[config.mk]
export PLATFORM = sky130hd
export DESIGN_NAME = tmr_fault_manager_flat
export DESIGN_NICKNAME = d
export VERILOG_FILES = /design/src/rtl/tmr_fault_manager_if.sv /design/src/rtl/tmr_fault_manager.sv /design/src/flat_wrapper.sv
export SDC_FILE = /design/constraint.sdc
export NUM_CORES = 1
export LEC_CHECK = 0
export ABC_AREA = 1
export CAP_MARGIN = 0
export CELL_PAD_IN_SITES_DETAIL_PLACEMENT = 0
export CELL_PAD_IN_SITES_GLOBAL_PLACEMENT = 1
export CORE_MARGIN = 4
export CORE_UTILIZATION = 35
export CTS_BUF_LIST = sky130_fd_sc_hd__clkbuf_8
export CTS_CLUSTER_SIZE = 14
export DETAILED_ROUTE_END_ITERATION = 6
export PLACE_DENSITY_LB_ADDON = 0.1
export SYNTH_ARGS = -nofsm -noshare
export SYNTH_HDL_FRONTEND = slang
export SYNTH_SLANG_ARGS = --single-unit
[constraint.sdc]
create_clock -name clk -period 1.7 [get_ports clk]
set_input_delay 0.34 -clock clk [delete_from_list [all_inputs] [get_ports clk]]
set_output_delay 0.34 -clock clk [all_outputs]
set_load 0.03 [all_outputs]
[src/rtl/tmr_fault_manager_if.sv]
// Voter-to-fault-manager flag bundle.
// Handshake: valid-only, no back-pressure. The manager samples the error and
// corrected flags on every rising clk edge where valid_i is high and ignores
// them otherwise; the voter drives new flags whenever it likes.
interface tmr_fault_manager_if;
    logic valid_i;
    logic err_detected_1_i;
    logic err_detected_2_i;
    logic err_detected_3_i;
    logic err_corrected_i;

    // Voter side drives the flags
    modport master (
        output valid_i,
        output err_detected_1_i,
        output err_detected_2_i,
        output err_detected_3_i,
        output err_corrected_i
    );

    // Fault manager side consumes them
    modport slave (
        input valid_i,
        input err_detected_1_i,
        input err_detected_2_i,
        input err_detected_3_i,
        input err_corrected_i
    );
endinterface

[src/rtl/tmr_fault_manager.sv]
// TMR fault manager: classifies voter error flags into transient faults
// (resync the replica), permanent faults (exclude it, degrade the voter to
// two inputs) and uncorrectable faults (sticky fatal).
// Optional macro TMR_FM_IRQ_EN adds irq_o, a one-cycle pulse on entry to
// DEGRADED or FATAL.
module tmr_fault_manager #(
    parameter int THRESHOLD     = 4,
    parameter int CNT_W         = 8,
    parameter int RESYNC_CYCLES = 2
) (
    input  logic               clk,
    input  logic               rst_n,
    tmr_fault_manager_if.slave flags,
    input  logic               clear_i,
    output logic               only_two_o,
    output logic [1:0]         exclude_sel_o,
    output logic [2:0]         resync_o,
    output logic [2:0]         faulty_o,
    output logic               fatal_o,
    output logic [1:0]         state_o,
    output logic [CNT_W-1:0]   err_cnt_1_o,
    output logic [CNT_W-1:0]   err_cnt_2_o,
    output logic [CNT_W-1:0]   err_cnt_3_o
`ifdef TMR_FM_IRQ_EN
    ,
    output logic               irq_o
`endif
);

    localparam int CONS_W = 4;
    localparam int RS_W   = 4;
    localparam logic [CNT_W-1:0]  CNT_ONE   = CNT_W'(1);
    localparam logic [CONS_W-1:0] CONS_ONE  = CONS_W'(1);
    localparam logic [CONS_W-1:0] CONS_LAST = CONS_W'(THRESHOLD - 1);
    localparam logic [RS_W-1:0]   RS_ONE    = RS_W'(1);
    localparam logic [RS_W-1:0]   RS_LOAD   = RS_W'(RESYNC_CYCLES - 1);

    typedef enum logic [1:0] {
        ST_NORMAL   = 2'd0,
        ST_RESYNC   = 2'd1,
        ST_DEGRADED = 2'd2,
        ST_FATAL    = 2'd3
    } state_t;

    state_t                   state_q, state_d;
    logic [2:0][CNT_W-1:0]    cnt_q, cnt_d;
    logic [2:0][CONS_W-1:0]   consec_q, consec_d;
    logic [2:0]               faulty_q, faulty_d;
    logic [2:0]               resync_q, resync_d;
    logic [1:0]               exclude_q, exclude_d;
    logic                     only_two_q, only_two_d;
    logic                     fatal_q, fatal_d;
    logic [RS_W-1:0]          rs_cnt_q, rs_cnt_d;

    // err_corrected is implied by a single flag; kept on the bundle for the voter
    logic unused_corrected;
    assign unused_corrected = flags.err_corrected_i;

    logic [2:0] err_vec;
    logic [1:0] n_err;
    logic       single_err;
    logic       multi_err;
    logic       hit_threshold;
    logic [1:0] err_idx;
    logic [2:0] lo_mask, hi_mask;

    assign err_vec    = {flags.err_detected_3_i, flags.err_detected_2_i, flags.err_detected_1_i};
    assign n_err      = {1'b0, err_vec[0]} + {1'b0, err_vec[1]} + {1'b0, err_vec[2]};
    assign single_err = (n_err == 2'd1);
    assign multi_err  = (n_err >= 2'd2);
    // Only meaningful when exactly one flag is set
    assign err_idx    = {err_vec[1] | err_vec[2], err_vec[0] | err_vec[2]};
    assign hit_threshold = (err_vec[0] && consec_q[0] == CONS_LAST) ||
                           (err_vec[1] && consec_q[1] == CONS_LAST) ||
                           (err_vec[2] && consec_q[2] == CONS_LAST);

    function automatic logic [CNT_W-1:0] sat_inc(input logic [CNT_W-1:0] v);
        return (&v) ? v : v + CNT_ONE;
    endfunction

    // Map degraded voter ports 1/2 to the surviving low/high replica
    always_comb begin
        lo_mask = 3'b001;
        hi_mask = 3'b010;
        case (exclude_q)
            2'd1:    begin lo_mask = 3'b010; hi_mask = 3'b100; end
            2'd2:    begin lo_mask = 3'b001; hi_mask = 3'b100; end
            default: begin lo_mask = 3'b001; hi_mask = 3'b010; end
        endcase
    end

    // State register
    always_ff @(posedge clk or negedge rst_n) begin
        if (!rst_n) state_q <= ST_NORMAL;
        else        state_q <= state_d;
    end

    // Next-state decision; clear wins from every state
    always_comb begin
        state_d = state_q;
        if (clear_i) begin
            state_d = ST_NORMAL;
        end else begin
            case (state_q)
                ST_NORMAL: begin
                    if (flags.valid_i) begin
                        if (multi_err)       state_d = ST_FATAL;
                        else if (single_err) state_d = hit_threshold ? ST_DEGRADED : ST_RESYNC;
                    end
                end
                ST_RESYNC: begin
                    if (rs_cnt_q == '0) state_d = ST_NORMAL;
                end
                ST_DEGRADED: begin
                    if (flags.valid_i && (err_vec[0] || err_vec[1])) state_d = ST_FATAL;
                end
                ST_FATAL: state_d = ST_FATAL;
            endcase
        end
    end

    // Next values of the registered outputs and history counters
    always_comb begin
        cnt_d      = cnt_q;
        consec_d   = consec_q;
        faulty_d   = faulty_q;
        resync_d   = resync_q;
        exclude_d  = exclude_q;
        only_two_d = only_two_q;
        fatal_d    = fatal_q;
        rs_cnt_d   = rs_cnt_q;
        if (clear_i) begin
            cnt_d      = '0;
            consec_d   = '0;
            faulty_d   = '0;
            resync_d   = '0;
            exclude_d  = '0;
            only_two_d = 1'b0;
            fatal_d    = 1'b0;
            rs_cnt_d   = '0;
        end else begin
            case (state_q)
                ST_NORMAL: begin
                    if (flags.valid_i) begin
                        if (multi_err) begin
                            for (int k = 0; k < 3; k++)
                                if (err_vec[k]) cnt_d[k] = sat_inc(cnt_q[k]);
                            fatal_d = 1'b1;
                        end else if (single_err) begin
                            for (int k = 0; k < 3; k++) begin
                                if (err_vec[k]) begin
                                    cnt_d[k]    = sat_inc(cnt_q[k]);
                                    consec_d[k] = consec_q[k] + CONS_ONE;
                                end else begin
                                    consec_d[k] = '0;
                                end
                            end
                            if (hit_threshold) begin
                                faulty_d   = faulty_q | err_vec;
                                exclude_d  = err_idx;
                                only_two_d = 1'b1;
                            end else begin
                                resync_d = err_vec;
                                rs_cnt_d = RS_LOAD;
                            end
                        end else begin
                            consec_d = '0;
                        end
                    end
                end
                ST_RESYNC: begin
                    if (rs_cnt_q == '0) resync_d = '0;
                    else                rs_cnt_d = rs_cnt_q - RS_ONE;
                end
                ST_DEGRADED: begin
                    if (flags.valid_i && (err_vec[0] || err_vec[1])) begin
                        for (int k = 0; k < 3; k++)
                            if ((err_vec[0] && lo_mask[k]) || (err_vec[1] && hi_mask[k]))
                                cnt_d[k] = sat_inc(cnt_q[k]);
                        fatal_d = 1'b1;
                    end
                end
                ST_FATAL: fatal_d = 1'b1;
            endcase
        end
    end

    // Output and history registers
    always_ff @(posedge clk or negedge rst_n) begin
        if (!rst_n) begin
            cnt_q      <= '0;
            consec_q   <= '0;
            faulty_q   <= '0;
            resync_q   <= '0;
            exclude_q  <= '0;
            only_two_q <= 1'b0;
            fatal_q    <= 1'b0;
            rs_cnt_q   <= '0;
        end else begin
            cnt_q      <= cnt_d;
            consec_q   <= consec_d;
            faulty_q   <= faulty_d;
            resync_q   <= resync_d;
            exclude_q  <= exclude_d;
            only_two_q <= only_two_d;
            fatal_q    <= fatal_d;
            rs_cnt_q   <= rs_cnt_d;
        end
    end

`ifdef TMR_FM_IRQ_EN
    logic irq_q;
    // Pulse on entry into DEGRADED or FATAL, suppressed by a same-cycle clear
    always_ff @(posedge clk or negedge rst_n) begin
        if (!rst_n) irq_q <= 1'b0;
        else        irq_q <= !clear_i && (state_d != state_q) &&
                             (state_d == ST_DEGRADED || state_d == ST_FATAL);
    end
    assign irq_o = irq_q;
`else
    // No interrupt output in this build
`endif

    assign state_o       = state_q;
    assign only_two_o    = only_two_q;
    assign exclude_sel_o = exclude_q;
    assign resync_o      = resync_q;
    assign faulty_o      = faulty_q;
    assign fatal_o       = fatal_q;
    assign err_cnt_1_o   = cnt_q[0];
    assign err_cnt_2_o   = cnt_q[1];
    assign err_cnt_3_o   = cnt_q[2];

endmodule

[src/flat_wrapper.sv]
// flat-port wrapper written by rule: the top's interface ports become plain ports
module tmr_fault_manager_flat 
#(
    parameter int THRESHOLD     = 4,
    parameter int CNT_W         = 8,
    parameter int RESYNC_CYCLES = 2
)
  (clk, rst_n, clear_i, only_two_o, exclude_sel_o, resync_o, faulty_o, fatal_o, state_o, err_cnt_1_o, err_cnt_2_o, err_cnt_3_o, flags_valid_i, flags_err_detected_1_i, flags_err_detected_2_i, flags_err_detected_3_i, flags_err_corrected_i);
  tmr_fault_manager_if flags_i ();
  input  logic clk;
  input  logic rst_n;
  input  logic clear_i;
  output logic only_two_o;
  output logic [1:0] exclude_sel_o;
  output logic [2:0] resync_o;
  output logic [2:0] faulty_o;
  output logic fatal_o;
  output logic [1:0] state_o;
  output logic [CNT_W-1:0] err_cnt_1_o;
  output logic [CNT_W-1:0] err_cnt_2_o;
  output logic [CNT_W-1:0] err_cnt_3_o;
  input wire logic [$bits(flags_i.valid_i)-1:0] flags_valid_i;
  input wire logic [$bits(flags_i.err_detected_1_i)-1:0] flags_err_detected_1_i;
  input wire logic [$bits(flags_i.err_detected_2_i)-1:0] flags_err_detected_2_i;
  input wire logic [$bits(flags_i.err_detected_3_i)-1:0] flags_err_detected_3_i;
  input wire logic [$bits(flags_i.err_corrected_i)-1:0] flags_err_corrected_i;
  assign flags_i.valid_i = flags_valid_i;
  assign flags_i.err_detected_1_i = flags_err_detected_1_i;
  assign flags_i.err_detected_2_i = flags_err_detected_2_i;
  assign flags_i.err_detected_3_i = flags_err_detected_3_i;
  assign flags_i.err_corrected_i = flags_err_corrected_i;
  tmr_fault_manager #(.THRESHOLD(THRESHOLD), .CNT_W(CNT_W), .RESYNC_CYCLES(RESYNC_CYCLES)) u_core (.clk(clk), .rst_n(rst_n), .flags(flags_i), .clear_i(clear_i), .only_two_o(only_two_o), .exclude_sel_o(exclude_sel_o), .resync_o(resync_o), .faulty_o(faulty_o), .fatal_o(fatal_o), .state_o(state_o), .err_cnt_1_o(err_cnt_1_o), .err_cnt_2_o(err_cnt_2_o), .err_cnt_3_o(err_cnt_3_o));
endmodule
==> results of run 1 <==
## kinds of logic (layout without fill, tap and decap cells)
logic type | after synthesis | count (layout) | share of synthesized area
simple gates | 291 | 292 | 0.404
buf+inv | 53 | 155 | 0.0720
flops | 52 | 52 | 0.398
compound gates | 35 | 35 | 0.0628
fa+ha+maj | 11 | 11 | 0.0444
xor+xnor | 7 | 7 | 0.0188
## routing by layer
| layer | track usage | up-vias | wire [um] | share of wire |
|---|---|---|---|---|
| met5 | 0 | - | 0 | 0 |
| met4 | 0.0328 | 0 | 55 | 0.0065 |
| met3 | 0.0222 | 4 | 227 | 0.027 |
| met2 | 0.272 | 40 | 4180 | 0.49 |
| met1 | 0.207 | 1494 | 4020 | 0.47 |
| li1 | - | 1633 | - | - |
## timing repair
item | in CTS | in global routing
hold buffers | 0 | 0
gates cloned | 1 | 0
setup endpoints to repair | 79 | 45
pin swaps | 11 | 16
gates resized for setup | 49 | 27
setup buffers | 4 | 6
## where the power goes
part / internal, uW / total [uW] / switching (uW)
clock: 322 / 748 / 425
combinational: 911 / 2220 / 1310
sequential: 1430 / 1650 / 212
total: 2670 / 4610 / 1950
## state kept, by name (all words and copies together), names as in the netlist
name,count
u_core.exclude_sel_o,2
u_core.fatal_o,1
u_core.resync_o,3
u_core.faulty_o,3
u_core.err_cnt_2_o,8
u_core.rs_cnt_q,4
u_core.only_two_o,1
u_core.err_cnt_3_o,8
u_core.consec_q,12
u_core.err_cnt_1_o,8
u_core.state_o,2
## placed cells by master, fill, tap and decap left out, types with 4 or more instances in the layout
master / instances
nand4_1: 8
nor3_1: 6
inv_1: 40
nand3b_1: 4
nor2_4: 5
dfrtp_1: 50
ha_1: 8
a21oi_1: 7
buf_6: 5
nand3_1: 39
or2_2: 5
o21ai_0: 12
xor2_1: 4
buf_4: 54
dlygate4sd2_1: 28
nor2_1: 47
dlymetal6s2s_1: 8
nand2_1: 148
o21ai_2: 8
clkbuf_8: 6
nand2_4: 4
nand3_2: 5
inv_2: 7
o21ai_1: 6
nand2_2: 12
## metrics by stage
stage          utilization   TNS, ns  total power [uW]
5_1_grt              0.494  -0.00690              4960
2_1_floorplan            -   -0.0719              2910
3_5_place_dp         0.467    -30.28              3800
3_3_place_gp         0.467    -28.53              3770
4_1_cts              0.481         0              4620
6_report             0.494         0              4610
## area by class of cell
type	count	area share
multi-input combinational	345	0.413
sequential	52	0.297
timing repair buffer	102	0.201
inverter	45	0.0384
tap	108	0.0307
clock buffer	6	0.0188
clock inverter	2	0.00171
## cells in the mapped netlist
master,n,share of area
nand2_1,153,0.18
dfrtp_1,52,0.40
nor2_1,49,0.056
nand3_1,43,0.066
inv_1,39,0.045
o21ai_0,12,0.018
ha_1,10,0.038
nand2_2,8,0.015
nand4_1,8,0.015
a21oi_1,7,0.011
o21ai_1,7,0.011
o21ai_2,7,0.019
inv_2,6,0.0069
nor3_1,6,0.0092
or2_2,5,0.0096
buf_6,4,0.014
nand3b_1,4,0.0092
nor2_4,4,0.014
xor2_1,4,0.011
nand2_4,3,0.010
xnor2_1,3,0.0080
buf_2,2,0.0031
nor2_2,2,0.0038
nor3b_1,2,0.0046
buf_4,1,0.0023
clkbuf_1,1,0.0011
fa_1,1,0.0061
nand3_2,1,0.0031
nand3b_2,1,0.0034
nor3_2,1,0.0031
nor3_4,1,0.0050
o21bai_1,1,0.0023
o22ai_1,1,0.0019
## final timing paths
check	depth (start not counted)	end	slack, ns	start
max	1	err_cnt_2_o[5]	0.03	u_core.err_cnt_2_o[5]
min	2	u_core.err_cnt_1_o[2]	0.008	rst_n
max reg2reg	9	u_core.faulty_o[1]	0.12	u_core.state_o[1]
min reg2reg	2	u_core.resync_o[0]	0.48	u_core.resync_o[0]
max in group asynchronous	2	u_core.state_o[0]	1.43	rst_n
min in group clk	4	u_core.exclude_sel_o[1]	0.45	flags_err_detected_3_i
==> reports/results.txt, run 1 <==
Synth Cell Area: 0.00327 mm^2
Max Freq: 0.600 GHz
GR Overflow Total: 0
final cell count without fillers: 660
first-pass GRT wire length: 14300 um
Pleak: 0.00247 uW
routed vias: 3171
crit-path max FO: 2
Seq cells post-synth: 52
H-tree Lvls: 2
Tot GR Track Use: 0.156
Row Count: 34
TritonCTS clock tree: yes
Worst Path Buf+Inv: 1
die footprint: 0.0109 mm^2
total CTS buffers: 5
Fill cells: 936
Worst path top cell family by delay: buffers and inverters
final count of hold timing violations: 0
multi-input logic area: 0.00182 mm^2
clk_lat worst skew: 0.30 ns
max-cap violation count: 0
wire per inst: 12.9 um
setup ws final: 0.0344 ns
Antenna Cells: 0
post-place setup slack: -0.708 ns
VDD IR max: 0.493 mV
status: complete, no violations
Critical Path End Type: output port
warnings from Yosys: 0
share of cells above drive strength 1: 0.230
Synth Instances: 449
largest net degree at the start of global routing: 53
fin crit share: 0.980
clock sink total: 52
drt drc: 0
Clk pin slew, worst setup/hold paths: 0.10 ns
number of global-route vias before repair: 3006
core area: 0.00889 mm^2
Placed Instances: 641
max incr delay on CP: 0.67 ns
hold_ws: 0.00755 ns
Area growth syn-to-layout: 34.5%
Die Width: 105 um
Setup-failing EPs final: 0
height of the die: 105 um
initial antenna violation count: 0
CP Cell Sequence: clkdlybuf4s50_1
Setup Crit Path Kind: reg2out
root buf cell: clkbuf_8
fin. max-slew vios: 0
worst min-delay path class: in2async
Max Buffers Root-to-Sink: 2
Worst path slowest cell: clkdlybuf4s50_1
CP arrival: 1.33 ns
WL final: 8490 um
Avg Cell Area, Syn: 7.28 um^2
sequential cell area: 0.00130 mm^2
DP Area: 0.00415 mm^2
Mapped Nets: 468
Setup Skew: 0.00674 ns
Worst Setup Start Kind: flop
Yosys cell types: 33
PortBufs: 42
initial core utilization: 0.367
DRT antenna net count: 0
post-synthesis sequential area ratio: 0.398
nets@finish: 570
worst rel slew slack: 0.784
routed vias/inst: 4.80
TritonRoute pass-1 iters: 4
cell area after layout: 0.00440 mm^2
CP Data Required Time: 1.36 ns
DP Wirelength: 6160 um
Pwr Density: 1050 mW/mm^2
min cycle time layout: 1.67 ns
Worst Max-Slew Pin Slew: 0.323 ns
gpl congestion: 0.800
num ports: 44
initial DRC count: 78
Power figures use the tool's default switching activity.
==> run 2: changes to the inputs <==
--- a/config.mk
+++ b/config.mk
@@ -10,7 +10,7 @@
 export CELL_PAD_IN_SITES_DETAIL_PLACEMENT = 0
 export CELL_PAD_IN_SITES_GLOBAL_PLACEMENT = 1
 export CORE_MARGIN = 4
-export CORE_UTILIZATION = 35
+export CORE_UTILIZATION = 41
 export CTS_BUF_LIST = sky130_fd_sc_hd__clkbuf_8
 export CTS_CLUSTER_SIZE = 14
 export DETAILED_ROUTE_END_ITERATION = 6
==> reports/results.txt, run 2 (synthesis gave the netlist of run 1 again) <==
status: complete, no violations
max-cap violation count: 0
DP Area: 0.00411 mm^2
num ports: 44
sequential cell area: 0.00130 mm^2
Worst path slowest cell: fa_1
Setup Crit Path Kind: in2reg
nets@finish: 555
largest net degree at the start of global routing: 53
hold_ws: 0.0121 ns
Largest register FFs: 12
Clk pin slew, worst setup/hold paths: 0.10 ns
DRT antenna net count: 0
Max Buffers Root-to-Sink: 2
WL final: 7740 um
routed vias: 3083
Antenna Cells: 0
Util after Layout: 0.550
H-tree Lvls: 2
cell area after layout: 0.00425 mm^2
CP Cell Sequence: clkbuf_2, fa_1, inv_2, nand4_1, nand3_2, buf_6, nor3_4, buf_6, nand2_1, nand2_1
root buf cell: clkbuf_8
number of global-route vias before repair: 2995
Placed Instances: 629
initial antenna violation count: 0
most frequent cells in the layout: 148 x nand2_1, 50 x dfrtp_1, 48 x nor2_1
clock sink total: 52
height of the die: 97.3 um
Pleak: 0.00241 uW
die footprint: 0.00946 mm^2
RSZ-0062 raised after global routing: false
Top reg by flops: u_core.consec_q
core area: 0.00773 mm^2
most common cell after layout, fill and taps aside: nand2_1
clk_lat worst skew: 0.31 ns
crit-path max FO: 7
Setup-failing EPs final: 0
VDD IR max: 0.588 mV
max incr delay on CP: 0.54 ns
GR Overflow Total: 0
Die Width: 97.3 um
fin crit share: 0.945
drt drc: 0
Pwr Density: 1040 mW/mm^2
CP arrival: 1.86 ns
first-pass GRT wire length: 13600 um
Tot GR Track Use: 0.169
Row Count: 32
Fill cells: 773
total CTS buffers: 5
share of cells above drive strength 1: 0.201
multi-input logic area: 0.00178 mm^2
initial DRC count: 80
gpl congestion: 0.797
Max Freq: 0.623 GHz
worst min-delay path class: in2async
Area growth syn-to-layout: 30.2%
Worst Setup Start Kind: input pin
DP Wirelength: 5910 um
Worst Max-Slew Pin Slew: 0.336 ns
CP Data Required Time: 1.95 ns
routed vias/inst: 4.82
fin. max-slew vios: 0
final count of hold timing violations: 0
final cell count without fillers: 639
Setup Skew: 0.0115 ns
worst rel slew slack: 0.774
TritonCTS clock tree: yes
TritonRoute pass-1 iters: 4
initial core utilization: 0.423
PnR Total Power: 4420 uW
PortBufs: 42
Critical Path End Type: flop
wire per inst: 12.1 um
min cycle time layout: 1.61 ns
run 2: cell count changes in the layout (fill, tap and decap cells not counted), sizes merged:
cell | before | now
clkbuf | 6 | 7
clkinvlp | 0 | 2
inv | 47 | 45
clkdlybuf4s50 | 2 | 1
dlymetal6s2s | 8 | 9
buf | 64 | 48
run 2: through the flow:
| step | TNS [ns] | setup slack [ns] |
|---|---|---|
| 2_1_floorplan | -0.0719 | -0.0262 |
| 3_3_place_gp | -27.16 | -0.626 |
| 3_5_place_dp | -28.39 | -0.668 |
| 4_1_cts | 0 | 0.00544 |
| 5_1_grt | 0 | 0.00197 |
| 6_report | 0 | 0.0937 |
run 2: power breakdown:
part,leakage [uW],total (uW),internal (uW),switching (uW)
logic,0.00166,2030,810,1220
clock network,0.0000434,742,330,412
registers,0.000708,1650,1430,221
run 2: worst paths after layout:
| kind | from | endpoint | slack, ns | cells after the start |
|---|---|---|---|---|
| hold reg to reg | u_core.resync_o[2] | u_core.resync_o[2] | 0.47 | 2 |
| max in group asynchronous | rst_n | u_core.err_cnt_1_o[0] | 1.44 | 2 |
| hold / removal | rst_n | u_core.err_cnt_2_o[7] | 0.01 | 2 |
| min in group clk | flags_err_detected_2_i | u_core.faulty_o[1] | 0.46 | 4 |
| setup reg to reg | u_core.exclude_sel_o[0] | u_core.err_cnt_3_o[6] | 0.16 | 9 |
| setup / recovery | flags_err_detected_3_i | u_core.err_cnt_3_o[6] | 0.09 | 10 |
run 2: what timing repair did:
action | CTS | global route
pin swaps | 7 | 3
gates cloned | 1 | 0
hold buffers | 0 | 0
gates resized for setup | 50 | 15
setup endpoints to repair | 79 | 44
setup buffers | 1 | 0
run 2: final cells by class:
class,instances,area share
Sequential cell,52,0.307
Clock inverter,2,0.00353
Inverter,45,0.0397
Tap cell,102,0.0300
Clock buffer,6,0.0194
Timing Repair Buffer,87,0.181
Multi-Input combinational cell,345,0.420
run 2: critical path: cells and delay by family:
family	cells	cell delay [ns]
fa+ha+maj	1	0.54
simple gates	5	0.51
buf+inv	4	0.46
run 2: metal layers:
| layer | routed length, um | vias up | track usage |
|---|---|---|---|
| met4 | 63 | 0 | 0.0330 |
| met2 | 3910 | 40 | 0.314 |
| met3 | 206 | 7 | 0.0266 |
| li1 | - | 1614 | - |
| met1 | 3560 | 1422 | 0.207 |
| met5 | 0 | - | 0 |
